`src/rtl/lfa_arb_pkg.sv`:
```
// Shared types and helpers for the round-robin LFA_16b arbiter.
// Width constants, output-stage state enum, rotated-priority grant function.
package lfa_arb_pkg;

  localparam int DATA_W  = 16;
  localparam int SUM_W   = 17;
  localparam int MAX_REQ = 8;

  typedef enum logic {
    ST_EMPTY,
    ST_FULL
  } ost_e;

  // One-hot grant: first set bit of req scanning from ptr, wrapping mod n.
  function automatic logic [MAX_REQ-1:0] rr_grant(
    input logic [MAX_REQ-1:0] req,
    input int unsigned        ptr,
    input int unsigned        n
  );
    logic [MAX_REQ-1:0] g;
    logic [2:0]         j;
    logic               found;
    g     = '0;
    found = 1'b0;
    for (int unsigned k = 0; k < MAX_REQ; k++) begin
      if (k < n) begin
        j = 3'((ptr + k) % n);
        if (!found && req[j]) begin
          g[j]  = 1'b1;
          found = 1'b1;
        end
      end
    end
    return g;
  endfunction

endpackage

```
`src/rtl/LFA_16b.sv`:
```
// Exact 16b + 16b -> 17b adder; approximate variants share these ports.
// Ports: in0, in1 operands; out0 = in0 + in1 with carry-out in bit 16.
module LFA_16b (
  input  logic [15:0] in0,
  input  logic [15:0] in1,
  output logic [16:0] out0
);

  assign out0 = {1'b0, in0} + {1'b0, in1};

endmodule

```
`src/rtl/lfa16_rr_pick.sv`:
```
// Combinational round-robin picker over NREQ request lines.
// Ports: req, ptr in; gnt (one-hot), vld, idx out.
module lfa16_rr_pick
  import lfa_arb_pkg::*;
#(
  parameter int NREQ = 4,
  parameter int ID_W = 2
) (
  input  logic [NREQ-1:0] req,
  input  logic [ID_W-1:0] ptr,
  output logic [NREQ-1:0] gnt,
  output logic            vld,
  output logic [ID_W-1:0] idx
);

  logic [MAX_REQ-1:0] req8;
  logic [MAX_REQ-1:0] g8;
  logic               unused_hi;

  always_comb begin
    req8            = '0;
    req8[NREQ-1:0]  = req;
    g8              = rr_grant(req8, 32'(ptr), NREQ);
    gnt             = g8[NREQ-1:0];
  end

  assign unused_hi = ^g8;
  assign vld       = |gnt;

  always_comb begin
    idx = '0;
    for (int i = 0; i < NREQ; i++) begin
      if (gnt[i]) idx = ID_W'(i);
    end
  end

endmodule

```
`src/rtl/lfa16_rr_arbiter.sv`:
```
// Round-robin share of one LFA_16b among NREQ valid/ready requesters.
// Ports: clk, rst_n (sync, low); req_valid/ready/a/b per requester;
// rsp_valid/ready/sum/id one-deep output stage.
// LFA_ARB_STATS_EN adds stat_clr in, stat_grants out (16b sat counters).
module lfa16_rr_arbiter
  import lfa_arb_pkg::*;
#(
  parameter int NREQ = 4,
  parameter int ID_W = 2
) (
  input  logic                 clk,
  input  logic                 rst_n,
  input  logic [NREQ-1:0]      req_valid,
  output logic [NREQ-1:0]      req_ready,
  input  logic [16*NREQ-1:0]   req_a,
  input  logic [16*NREQ-1:0]   req_b,
  output logic                 rsp_valid,
  input  logic                 rsp_ready,
  output logic [SUM_W-1:0]     rsp_sum,
  output logic [ID_W-1:0]      rsp_id
`ifdef LFA_ARB_STATS_EN
  ,
  input  logic                 stat_clr,
  output logic [16*NREQ-1:0]   stat_grants
`endif
);

  ost_e                state_q;
  ost_e                state_d;
  logic [ID_W-1:0]     ptr_q;
  logic [ID_W-1:0]     ptr_nxt;
  logic [NREQ-1:0]     pick_gnt;
  logic                pick_vld;
  logic [ID_W-1:0]     pick_idx;
  logic                can_accept;
  logic                grant;
  logic [DATA_W-1:0]   a_sel;
  logic [DATA_W-1:0]   b_sel;
  logic [SUM_W-1:0]    sum;
  logic [SUM_W-1:0]    sum_q;
  logic [ID_W-1:0]     id_q;

  lfa16_rr_pick #(
    .NREQ (NREQ),
    .ID_W (ID_W)
  ) u_pick (
    .req (req_valid),
    .ptr (ptr_q),
    .gnt (pick_gnt),
    .vld (pick_vld),
    .idx (pick_idx)
  );

  // rsp_ready reaches req_ready combinationally: a draining result
  // frees the stage for a replacement in the same cycle.
  assign can_accept = (state_q == ST_EMPTY) | rsp_ready;
  assign req_ready  = (rst_n && can_accept) ? pick_gnt : '0;
  assign grant      = rst_n & can_accept & pick_vld;

  assign a_sel = req_a[pick_idx*DATA_W +: DATA_W];
  assign b_sel = req_b[pick_idx*DATA_W +: DATA_W];

  LFA_16b u_add (
    .in0  (a_sel),
    .in1  (b_sel),
    .out0 (sum)
  );

  assign ptr_nxt = (pick_idx == ID_W'(NREQ-1)) ? '0
                 : pick_idx + 1'b1;

  always_comb begin
    state_d = state_q;
    unique case (state_q)
      ST_EMPTY: if (grant) state_d = ST_FULL;
      ST_FULL:  if (rsp_ready && !grant) state_d = ST_EMPTY;
      default:  state_d = ST_EMPTY;
    endcase
  end

  always_ff @(posedge clk) begin
    if (!rst_n) begin
      state_q <= ST_EMPTY;
      ptr_q   <= '0;
      sum_q   <= '0;
      id_q    <= '0;
    end else begin
      state_q <= state_d;
      if (grant) begin
        sum_q <= sum;
        id_q  <= pick_idx;
        ptr_q <= ptr_nxt;
      end
    end
  end

  assign rsp_valid = (state_q == ST_FULL);
  assign rsp_sum   = sum_q;
  assign rsp_id    = id_q;

`ifdef LFA_ARB_STATS_EN
  logic [15:0] cnt_q [NREQ];

  always_ff @(posedge clk) begin
    for (int i = 0; i < NREQ; i++) begin
      if (!rst_n || stat_clr) begin
        cnt_q[i] <= '0;
      end else if (req_ready[i] && cnt_q[i] != 16'hFFFF) begin
        cnt_q[i] <= cnt_q[i] + 16'd1;
      end
    end
  end

  always_comb begin
    stat_grants = '0;
    for (int i = 0; i < NREQ; i++) begin
      stat_grants[i*16 +: 16] = cnt_q[i];
    end
  end
`endif

endmodule

```
`config.mk`:
```
export PLATFORM = sky130hd
export DESIGN_NAME = lfa16_rr_arbiter
export DESIGN_NICKNAME = d
export VERILOG_FILES = /design/src/rtl/lfa_arb_pkg.sv /design/src/rtl/LFA_16b.sv /design/src/rtl/lfa16_rr_pick.sv /design/src/rtl/lfa16_rr_arbiter.sv
export SDC_FILE = /design/constraint.sdc
export NUM_CORES = 1
export LEC_CHECK = 0
export ABC_AREA = 1
export CAP_MARGIN = 20
export CORE_ASPECT_RATIO = 1.75
export CORE_MARGIN = 4
export CORE_UTILIZATION = 45
export CTS_CLUSTER_DIAMETER = 40
export DETAILED_ROUTE_END_ITERATION = 7
export PLACE_DENSITY_LB_ADDON = 0.1
export SETUP_SLACK_MARGIN = 0.15
export SKIP_LAST_GASP = 1
export SYNTH_ARGS = -nofsm -noshare
export SYNTH_HDL_FRONTEND = slang
export SYNTH_SLANG_ARGS = --single-unit
```
`constraint.sdc`:
```
create_clock -name clk -period 7.5 [get_ports clk]
set_input_delay 1.5 -clock clk [delete_from_list [all_inputs] [get_ports clk]]
set_output_delay 1.5 -clock clk [all_outputs]
set_load 0.02 [all_outputs]
```
==> impl_results.md <==
- Post-synth EDFFs: 0
- CP Data Arrival Time: between 5000 and 6000 ps
- Synth cell types: 35
- Synth warnings: 0
- RR Endpoint: rsp_sum[16]$_SDFFE_PN0P_
- Synth area leaders: nand2_1 22%, dfxtp_1 14%, nand3_1 9.9%
- Synthesized area: 3230 um^2
- Starting density of the core: between 40% and 50%
- Final setup viols: 0
- Antenna cell count: 0
- Routed wl met2: 5.89 mm
- Routed len/inst: 14.3 um
- Yosys top cell area share: 21.9%
- Worst-skew pair later-pin latency: 260 ps
- Post-synth top cells: 188 x nand2_1, 64 x nand3_1, 57 x inv_1
- Post-CTS sizing: 0
- Hold crit path type: flop to flop
- Vias in the first global route: 3,610
- RSZ-0062 raised after global routing: false
- CP Capture Type: flop
- Chip Width: 72.0 um
- Util after Layout: between 60% and 70%
- Met3 routed wirelength: ~800 um
- Async SR Flop Fraction: 0%
- Post-synth top area cell: nand2_1
- Startpoint types: primary input
- Clock-pin slew on the worst setup and hold paths: roughly 60 ps
- Hold path start: rsp_id[1]$_SDFFE_PN0P_
- R2R depth: 27
- Sinks on Clock Net: 22
- DP HPWL: about 9 mm
- Cell with the most instances after synthesis: nand2_1
- Most used flip-flop cell after synthesis: dfxtp_1
- Largest net degree at the start of global routing: 36
- Vias: 3,984
- Clock Path Buffers: 2
- CTS hold repair buffers: 0
- Status: complete, no violations
- Gr usage total: 24.1%
- Layout area overhead: 49.2%
- Share of layout cells above drive strength 1: 4.36%
- Cells after Synth: 552
- Placeable Area: 6910 um^2
- Number of core rows: 40
- Yosys reg bits: 22
- First-pass GRT wire length: 16.7 mm
- DRT Pass-1 Iters: 5
- Final ANT Viol Nets: 0
- Worst R2R Setup Slack: 2440 ps
- # fillers: 692
- Worst hold stages: 2
- H-Tree Depth: 1
- Layout Skew: 2.57 ps
- Max Clock Freq: 174 MHz
- Final worst-path cycle share: around 77%
- DIE AREA: 8650 um^2
- GRT overflow: 0
- Placer Congestion: 0.934
- Final slew viol count: 0
- Die H: between 100 and 150 um
- Mapped Avg Cell Area: around 6 um^2
- Seq/Total Area, Yosys: 13.6%
- Crit path kind: primary input to flop
- CP required: roughly 7700 ps
- Hold worst-path end: rsp_id[1]$_SDFFE_PN0P_
- Max transition margin: 43.8%
- Via/cell ratio: 5.16
- Remaining DRCs: 0
- Met1 WL: just over 4 mm
- Io pins: 159
- Top layer reached by signal wires: met4
- Postcts setup bufs: 0
- CTS tree: done
- Peak fanout along the critical path: 35
- IO Port Bufs: between 150 and 200
- Reg2reg start: ptr_q[0]$_SDFFE_PN0P_
- CTS Buf Count: 3
- Initial DRC Count: 229
- Final Hold Viols: 0
- Max Cap Viol: 0
- Clk root buf: clkbuf_16
- WL final: 11.0 mm
- Syn nets: 711
- Slew @ Worst Pin: ~840 ps
- Setup tns final: 0 ps
- Nets@finish: between 800 and 900
- Fin crit period: approximately 5700 ps
- Initial antenna violation count: 0
-- worst max path at each step --
| stage | slack, ps | from | depth (start not counted) | to |
|---|---|---|---|---|
| 2_1_floorplan | 3020 | req_valid[3] | 26 | rsp_sum[16]$_SDFFE_PN0P_ |
| 3_3_place_gp | 1630 | req_valid[3] | 26 | rsp_sum[16]$_SDFFE_PN0P_ |
| 3_5_place_dp | 1480 | req_valid[3] | 24 | rsp_sum[16]$_SDFFE_PN0P_ |
| 4_1_cts | 1740 | req_valid[3] | 24 | rsp_sum[16]$_SDFFE_PN0P_ |
| 5_1_grt | 1270 | req_valid[3] | 24 | rsp_sum[16]$_SDFFE_PN0P_ |
| 6_report | 1760 | req_valid[3] | 26 | rsp_sum[16]$_SDFFE_PN0P_ |
-- cell type report --
type	count	area, um^2	share of cell area [%]
well taps	84	105	2.18
multi-input cells	442	2380	49.3
inverters	63	241	5.01
flip-flops and latches	22	440	9.14
repair buffers	158	1580	32.8
clock buffers	3	75.1	1.56
-- routing by layer --
metal  vias up  global-route usage (%)
met1      1775                    26.1
met2       134                    45.0
met4         0                    9.18
met5         -                       0
li1       2056                       -
met3        19                    4.19
-- critical path, stage by stage --
cell and delay [ps]:
clkdlybuf4s50_1 500, nand2_1 110, nand3_4 170, nand2_4 80
nand2_4 90, inv_2 60, nand3_2 90, nand2_1 90
nor2_4 570, a21oi_4 390, nand2_1 140, nand3_1 70
nand2_1 90, inv_1 40, ha_1 220, fa_1 410
nand3_1 120, nand2_1 90, a21oi_1 330, o21bai_1 160
nand2_1 80, nand2_1 80, a21boi_0 170, nand3_1 90
nand2_1 90, nor2_1 60
-- cells in the final DEF, fill, tap and decap left out, types with 4 or more instances in the layout --
cell type	instances
nand3_1	64
xnor2_1	8
o21bai_1	9
o21ai_0	33
nor2_1	25
nand3_2	6
dfxtp_1	22
nand2_4	5
o21ai_1	21
inv_1	57
nand2_2	4
a21o_1	4
a21oi_1	22
ha_1	23
xor2_1	6
clkdlybuf4s50_1	158
nand2_1	188
o211ai_1	8
-- cell families (layout without fill, tap and decap cells) --
| kind of cell | Yosys count | count (layout) | synth area share, % |
|---|---|---|---|
| AOI/OAI and AO/OA | 105 | 105 | 18.8 |
| and+or+nand+nor | 299 | 299 | 41.5 |
| xor gates and xnor gates | 14 | 14 | 3.80 |
| DFF | 22 | 22 | 13.6 |
| buffers and inverters | 88 | 224 | 12.8 |
| adders and majority gates | 24 | 24 | 9.53 |
-- state kept, by name, summed over array words and instances, names as in the netlist --
signal	flops
rsp_valid	1
rsp_sum	17
rsp_id	2
ptr_q	2
-- per-stage QoR --
step	area (um^2)	hold slack (ps)	setup WS [ps]	instances
global placement	4740	458	1630	769
floorplan	3230	536	3020	552
CTS	4820	468	1740	772
finish	4820	466	1760	772
global route	4820	490	1270	772
detailed placement	4740	458	1480	769
Power is not shown: default switching activity piles up to over one toggle a cycle in this logic, so the estimate is an artifact.
